### config.mk
export PLATFORM = sky130hd
export DESIGN_NAME = cordic_y_last_stage_drain
export DESIGN_NICKNAME = d
export VERILOG_FILES = /design/src/rtl/cordic_y_last_stage_drain.sv
export SDC_FILE = /design/constraint.sdc
export NUM_CORES = 1
export LEC_CHECK = 0
export BUFFER_PORTS_ARGS = -buffer_cell sky130_fd_sc_hd__buf_2
export CAP_MARGIN = 20
export CORE_MARGIN = 2
export CORE_UTILIZATION = 62
export CTS_BUF_LIST = sky130_fd_sc_hd__clkbuf_8
export DETAILED_ROUTE_END_ITERATION = 16
export GPL_TIMING_DRIVEN = 0
export PLACE_DENSITY_LB_ADDON = 0.2
export SLEW_MARGIN = 15
export SYNTH_ARGS = -nofsm -noshare
export SYNTH_HDL_FRONTEND = slang
export SYNTH_SLANG_ARGS = --single-unit
### constraint.sdc
create_clock -name C -period 3.86 [get_ports C]
set_clock_uncertainty 0.15 [all_clocks]
set_input_delay 0.579 -clock C [delete_from_list [all_inputs] [get_ports C]]
set_output_delay 0.579 -clock C [all_outputs]
set_load 0.05 [all_outputs]
### src/rtl/cordic_y_last_stage_drain.sv
// Output end of the CORDIC Y path: quadrant/valid delay line, round+saturate, 2-entry output buffer owning pipeline CE.
// Define CORDIC_Y_ROUND_EN for round-half-up; otherwise the Y word is truncated.
module cordic_y_last_stage_drain #(
    parameter int W      = 16,
    parameter int GUARD  = 2,
    parameter int STAGES = 16
) (
    input  logic                 C,
    input  logic                 RN,
    input  logic                 in_valid,
    input  logic                 Z_30,
    input  logic                 Z_31,
    output logic                 CE,
    input  logic                 flush,
    input  logic signed [W+GUARD:0] y_in,
    output logic                 out_valid,
    input  logic                 out_ready,
    output logic signed [W-1:0]  y_out,
    output logic [1:0]           quad_out,
    output logic                 ovf_out
);
    localparam int XW = W + GUARD + 2;

    typedef enum logic [1:0] {EMPTY, ONE, TWO} state_e;
    typedef struct packed {
        logic [W-1:0] y;
        logic [1:0]   quad;
        logic         ovf;
    } entry_t;

    state_e                 state_q, state_d;
    entry_t                 head_q, head_d, spare_q, spare_d, new_e;
    logic [STAGES-1:0][2:0] tag_q;
    logic                   push, pop;

    logic signed [XW-1:0]   y_ext, y_rnd;
    logic [GUARD+2:0]       top;
    logic                   ovf;
    logic [W-1:0]           y_sat;

    assign y_ext = {y_in[W+GUARD], y_in};
`ifdef CORDIC_Y_ROUND_EN
    localparam logic signed [XW-1:0] HALF = XW'(1) << (GUARD - 1);
    logic signed [XW-1:0] y_sum;
    assign y_sum = y_ext + HALF;
    assign y_rnd = y_sum >>> GUARD;
`else
    assign y_rnd = y_ext >>> GUARD;
`endif

    // Fits in W bits iff every bit from W-1 upward matches the sign.
    assign top   = y_rnd[XW-1:W-1];
    assign ovf   = ~(&top | ~|top);
    assign y_sat = ovf ? {y_rnd[XW-1], {(W-1){~y_rnd[XW-1]}}} : y_rnd[W-1:0];
    assign new_e = '{y: y_sat, quad: tag_q[STAGES-1][1:0], ovf: ovf};

    assign CE        = (state_q != TWO);
    assign out_valid = (state_q != EMPTY);
    assign push      = CE & tag_q[STAGES-1][2];
    assign pop       = out_valid & out_ready;
    assign y_out     = head_q.y;
    assign quad_out  = head_q.quad;
    assign ovf_out   = head_q.ovf;

    always_ff @(posedge C or negedge RN) begin
        if (!RN) begin
            tag_q <= '0;
        end else if (flush) begin
            for (int i = 0; i < STAGES; i++) tag_q[i][2] <= 1'b0;
        end else if (CE) begin
            tag_q[0] <= {in_valid, Z_31, Z_30};
            for (int i = 1; i < STAGES; i++) tag_q[i] <= tag_q[i-1];
        end
    end

    always_comb begin
        state_d = state_q;
        head_d  = head_q;
        spare_d = spare_q;
        case (state_q)
            EMPTY: if (push) begin
                head_d  = new_e;
                state_d = ONE;
            end
            ONE: begin
                if (push && pop) begin
                    head_d = new_e;
                end else if (push) begin
                    spare_d = new_e;
                    state_d = TWO;
                end else if (pop) begin
                    state_d = EMPTY;
                end
            end
            TWO: if (pop) begin
                head_d  = spare_q;
                state_d = ONE;
            end
            default: state_d = EMPTY;
        endcase
        if (flush) state_d = EMPTY;
    end

    always_ff @(posedge C or negedge RN) begin
        if (!RN) begin
            state_q <= EMPTY;
            head_q  <= '0;
            spare_q <= '0;
        end else begin
            state_q <= state_d;
            head_q  <= head_d;
            spare_q <= spare_d;
        end
    end
endmodule

==> run metrics, run 1 <==
Overflow after GRT 0; Area Growth Syn to Fin 13.6%; cell leakage power 1.97 nW; vias per inst 5.54; Die W 82.8 um; Mapped Nets about 350; Top Ports 47; Worst Setup Slack post-DPL 1540 ps; Worst EP arrival 1770 ps; Post-synth top cells dfrtp_1, nand2_1, mux2_2; Syn. warnings 0; Switching Share ~30%; largest net degree at the start of global routing 64; Slew Viols, Final 0; WP data required ~3100 ps; crit path capture type output port; CP peak stage delay 430 ps; Max Cap Viol 0; fraction of synthesized cell area taken by the top area cell type a little under three fifths; Comb power frac 20.7%; DRC 0; vias in the first global route 2,486; GRT Total Usage 23.0%; number of synthesized flops with an enable pin 0; largest family of logic cells by synthesized area multiplexers; Starting Density 64.6%; Main synth FF type dfrtp_1; final hold violations 0; Placeable Area 5960 sq um; root buffer cell clkbuf_8; pwr dens 506 nW/um^2; Die ar. between 6000 and 7000 sq um; post-route clock period utilization 64.9%; clock share of power roughly a quarter; Hold Path Class input pin to flip-flop; PortBufs 43; Seq cells post-synth 88; sequential share of power roughly 54%; crit-path max FO 10; # fillers about 410; setup tns final 0 ps; ys async rst share 100%; Worst-Margin Slew 459 ps; Final GP Congestion 0.797; post-synthesis compound-gate area fraction 8.36%; post-synthesis simple-gate area fraction 11.9%; RSZ-0062 raised after global routing no; Unique masters post-synth 29; Clock H-tree levels 3; switching pwr about 0.00065 W; Peak VDD IR 0.346 mV; DRT Pass-1 Iters 4; Post-Syn Instances 319; Int Pwr 0.00156 W; ranking of synthesized cells by area dfrtp_1, mux2_2, a31oi_1; Antenna diodes 0; outcome completed; initial antenna violation count 0; CP Class flip-flop to output port; fraction of layout cells with a size suffix above 1 a little over a third; clock-pin slew on the worst setup and hold paths 90 ps; final worst slack 1360 ps; area leader, netlist dfrtp_1; max_slew headroom 69.4%; CP max-delay cell dfrtp_1; first-pass GRT wire length 11.7 mm; Post-DP HPWL 4.82 mm; highest clock rate 399 MHz; Detailed Route Iter0 Violations 100; worst-skew pair later-pin latency between 300 and 400 ps; top-count cell post-synth dfrtp_1; Layout Nets 403; Sink Count 88; maximum buffer depth of the clock tree 2; Min Clock Period, post-route 2500 ps; Wirelength per Cell 15.4 um; CTS tree built; Mapped Avg Cell Area 12.1 sq um; via count between 2,000 and 3,000; # rows 28; Post-Syn Area around 3800 sq um; register area share after synthesis 57.2%; setup violators final 0; final WL 7.01 mm; Final ANT Viol Nets 0; post-synthesis mux area share 17.6%; Worst Setup Start Kind flip-flop; TritonCTS buffer count 9; DIE HEIGHT 82.8 um; critical path, cell by cell nor2b_4 > inv_2 > clkbuf_1 > buf_2; Synth Area in Adders 0.650%; xor and xnor area share after synthesis 0%
worst max-delay path: cells and delay by family, from the launching register on:
kind                   cells  cell delay [ps]
flip-flops                 1              430
buffers and inverters      3              820
AND/OR/NAND/NOR            1              170
metrics by stage:
stage / utilization, % / hold WS [ps] / instances / area [sq um] / power [W]
global placement: 69.8 / 325 / 437 / 4160 / 0.00164
finish: 73.4 / 303 / 454 / 4370 / 0.00221
floorplan: - / 133 / 319 / 3850 / 0.00153
global route: 73.4 / 295 / 454 / 4370 / 0.00232
detailed placement: 70.3 / 338 / 438 / 4190 / 0.00167
CTS: 73.4 / 292 / 454 / 4370 / 0.00224
power groups by stage:
stage / registers [W] / logic (W) / clock network, W
after floorplan: 0.00131 / 0.000221 / 0
final: 0.00118 / 0.000458 / 0.000569
after global routing: 0.00121 / 0.000500 / 0.000616
after detailed placement: 0.00121 / 0.000463 / 0
after global placement: 0.00119 / 0.000444 / 0
after CTS: 0.00119 / 0.000465 / 0.000585
what timing repair did:
item	4_1_cts	5_1_grt
endpoints found under the hold margin	25	0
buffers inserted	0	0
hold buffers	1	0
resized for setup	0	0
kinds of logic (layout without fill, tap and decap cells):
group                    after synthesis  after routing
AO/OA/AOI/OAI                         53             53
adder cells (fa/ha/maj)                2              2
buffers and inverters                 27             87
flip-flops                            88             88
multiplexers                          57             57
AND/OR/NAND/NOR                       92             92
final timing paths:
check | startpoint | endpoint | slack [ps] | depth (start not counted)
worst max-delay path | state_q[1] | CE | 1360 | 4
worst min register to register | tag_q[42] | new_e[1] | 350 | 1
max in group asynchronous | RN | tag_q[21] | 2420 | 3
worst max register to register | state_q[1] | y_out[9] | 2050 | 4
worst min-delay path | in_valid | tag_q[2] | 300 | 3
min in group asynchronous | RN | spare_q[10] | 520 | 2
registers in the layout, indices dropped and copies added, names as in the netlist:
| signal | cells |
|---|---|
| tag_q | 46 |
| spare_q | 19 |
| y_out | 16 |
| state_q | 2 |
| new_e | 2 |
| quad_out | 2 |
| ovf_out | 1 |
final cells by class:
type	instances	area (sq um)	area share (%)
Buffer	24	155	3.55
Clock buffer	11	151	3.46
Clock inverter	4	22.5	0.515
Inverter	3	11.3	0.258
Multi-Input combinational cell	204	1480	33.9
Sequential cell	88	2200	50.4
Tap cell	75	93.8	2.15
Timing Repair Buffer	45	255	5.84
cell usage in the layout (no fill, tap or decap), drive strengths merged, types with 2 or more instances in the layout:
cell and instances:
dfrtp 88, clkbuf 17, mux2i 2, or2 2, nor2b 2, a31oi 30, clkinvlp 2, nor2 18
nor3b 16, mux2 55, buf 62, ha 2, a21oi 20, inv 5, nand3b 2, nand2 49
routing by layer:
metal | share of wire, % | GRT usage, %
met1 | 46 | 30.8
met2 | 47 | 36.1
met3 | 5.5 | 5.41
met4 | 2.1 | 10.2
met5 | 0 | 0
(Power assumes the default switching activity.)
==> run 2, diff against run 1 <==
Settings changed: ABC_AREA from default to 1, CORE_UTILIZATION 62 to 60.
Clock period 3.86 ns to 2.35 ns, I/O delays scaled along.
==> run metrics, run 2 <==
pwr dens 668 nW/um^2 (was 506 nW/um^2); Slew Viols, Final 0 (unchanged); initial antenna violation count 0 (unchanged); Wirelength per Cell 13.2 um (was 15.4 um); max_slew headroom 58.4% (was 69.4%); vias per inst 5.24 (was 5.54); Mapped Avg Cell Area 8.85 sq um (was 12.1 sq um); Mapped Nets 467 (was 347); CP Class flip-flop to output port (unchanged); Die W 84.5 um (was 82.8 um); post-CTS setup buffer count 0 (unchanged); CP peak stage delay 440 ps (was 430 ps); Starting Density 61.5% (was 64.6%); RSZ-0062 raised after global routing no (unchanged); # fillers 496 (was 414); WP data required 1850 ps (was 3130 ps); maximum buffer depth of the clock tree 2 (unchanged); Placeable Area 6310 sq um (was 5960 sq um); post-route clock period utilization 88.2%; Sink Count 88 (unchanged); CP top delay family buffers and inverters (unchanged); Top reg by flops tag_q (unchanged); commonest non-fill, non-tap cell in the layout nand2_1 (was dfrtp_1); vias in the first global route 2,985 (was 2,486); Worst path most repeated cell buf_2; final hold violations 0 (unchanged); ys async rst share 100% (unchanged); Post-Syn Instances 439 (was 319); Worst-Margin Slew 624 ps (was 459 ps); Final GP Congestion 0.826 (was 0.797); Overflow after GRT 0 (unchanged); Clock H-tree levels 3 (unchanged); Die ar. 7130 sq um (was 6850 sq um); Resize count post-CTS 0 (unchanged); Seq cells post-synth 88 (unchanged); DRC 0 (unchanged); Layout Nets 524 (was 403); final WL 7.64 mm (was 7.01 mm); register area share after synthesis 56.7% (was 57.2%); highest clock rate 482 MHz; outcome completed (unchanged); final worst slack 277 ps (was 1360 ps); via count 3,023 (was 2,513); Post-Syn Area 3880 sq um (was 3850 sq um); Top Ports 47 (unchanged); fraction of layout cells with a size suffix above 1 21.0% (was 35.9%); CP max-delay cell dfrtp_1 (unchanged); Worst Setup Slack post-DPL 467 ps (was 1540 ps); number of synthesized flops with an enable pin 0 (unchanged); crit-path max FO 10 (unchanged); ranking of synthesized cells by area dfrtp_1, nand2_1, nand3_1 (was dfrtp_1, mux2_2, a31oi_1); reg2reg setup slack 690 ps (was 2050 ps); Worst Setup Start Kind flip-flop (unchanged); Post-synth top cells nand2_1, dfrtp_1, nand3_1 (was dfrtp_1, nand2_1, mux2_2); clock-pin slew on the worst setup and hold paths 90 ps (about the same); Hold Path Class input pin to flip-flop (unchanged); fraction of synthesized cell area taken by the top area cell type 56.7% (was 57.2%); Min Clock Period, post-route 2070 ps; setup violators final 0 (unchanged); area leader, netlist dfrtp_1 (unchanged); CTS tree built (unchanged); Peak VDD IR 0.497 mV (was 0.346 mV); DRT Pass-1 Iters 4 (unchanged); first-pass GRT wire length 13.5 mm (was 11.7 mm); Multi-input gate area 1330 sq um (was 1480 sq um); TritonCTS buffer count 9 (unchanged); Buffers & Inverters on Critical Path 3 (unchanged); PortBufs 44 (was 43); Storage cell area 2200 sq um (unchanged); # rows 29 (was 28); DIE HEIGHT 84.5 um (was 82.8 um); largest net degree at the start of global routing 51 (was 64); Final ANT Viol Nets 0 (unchanged); crit path capture type output port (unchanged); Unique masters post-synth 21 (was 29); Antenna diodes 0 (unchanged); Post-DP HPWL 5.38 mm (was 4.82 mm); top-count cell post-synth nand2_1 (was dfrtp_1); Detailed Route Iter0 Violations 235 (was 100); worst-skew pair later-pin latency 360 ps (about the same); root buffer cell clkbuf_8 (unchanged); Worst EP arrival 1570 ps (was 1770 ps); max FFs per register 46 (unchanged); Syn. warnings 0 (unchanged); GRT Total Usage 23.3% (was 23.0%); Max Cap Viol 0 (unchanged); Area Growth Syn to Fin 14.0% (was 13.6%); critical path, cell by cell inv_2 > nand2_4 > buf_2 > buf_2 (was nor2b_4 > inv_2 > clkbuf_1 > buf_2); cell leakage power 2.24 nW (was 1.97 nW); Main synth FF type dfrtp_1 (unchanged); setup tns final 0 ps (unchanged); most frequent cells in the layout nand2_1, dfrtp_1, buf_2 (was dfrtp_1, buf_2, nand2_1)
-- run 2: cell count changes in the layout (fill, tap and decap cells not counted), moves of 4 or more --
cell | before | now
mux2_4 | 10 | 0
nand3_1 | 0 | 54
a21oi_2 | 0 | 16
inv_1 | 4 | 53
o21ai_0 | 0 | 36
nand2_1 | 49 | 101
o22ai_1 | 0 | 13
a31oi_1 | 30 | 0
mux2_2 | 42 | 0
nor3b_1 | 16 | 0
buf_2 | 51 | 55
a21oi_1 | 20 | 15
-- run 2: per-stage QoR --
stage               util [%]  cell area [sq um]  power [W]  hold slack (ps)  instances
floorplan                  -               3880    0.00184            -93.1        439
global placement        66.5               4200    0.00193              306        560
detailed placement      66.9               4220    0.00195              263        561
CTS                     70.1               4430    0.00299             21.7        577
global route            70.1               4430    0.00309             31.7        577
finish                  70.1               4430    0.00296             31.3        577
-- run 2: kinds of logic after synthesis --
logic type	share of synthesized area (%)
AOI/OAI and AO/OA	13.6
buffers and inverters	9.18
and+or+nand+nor	19.9
DFF	56.7
adders and majority gates	0.644
-- run 2: worst reg2reg max path, cell delays in order, from the launching register on --
cell	delay (ps)
dfrtp_1	440
inv_2	130
nand2_4	100
nand2_2	140
clkbuf_1	410
nor2_1	110
a21oi_2	120
-- run 2: area by class of cell --
type                    count  area share (%)
plain buffers              27            3.39
clock buffers              10            3.11
clock inverters             5            1.27
inverters                  55            4.66
multi-input cells         269            30.0
flip-flops and latches     88            49.7
well taps                  77            2.18
repair buffers             46            5.71
-- run 2: power by group --
| group | leakage [nW] | switching, W | internal, W | total, W |
|---|---|---|---|---|
| sequential | 1.15 | 0.0000301 | 0.00159 | 0.00162 |
| combinational | 0.990 | 0.000188 | 0.000105 | 0.000293 |
| clock | 0.0985 | 0.000530 | 0.000515 | 0.00104 |
-- run 2: routing by layer --
metal	global-route usage, %	wire, um	up-vias
li1	-	-	1514
met2	39.5	3740	69
met4	8.95	110	0
met1	30.9	3490	1432
met3	3.34	299	8
met5	0	0	-
-- run 2: what timing repair did --
item                                    CTS  global route
hold buffers                              1             0
endpoints found under the setup margin    0             0
endpoints found under the hold margin    49             0
-- run 2: final timing paths --
path	from	to	cells after the start
max	state_q[0]	CE	4
min	flush	state_q[1]	2
max reg2reg	state_q[0]	new_e[1]	6
min reg2reg	new_e[2]	new_e[2]	2
max in group asynchronous	RN	tag_q[12]	3
min in group asynchronous	RN	y_out[11]	2
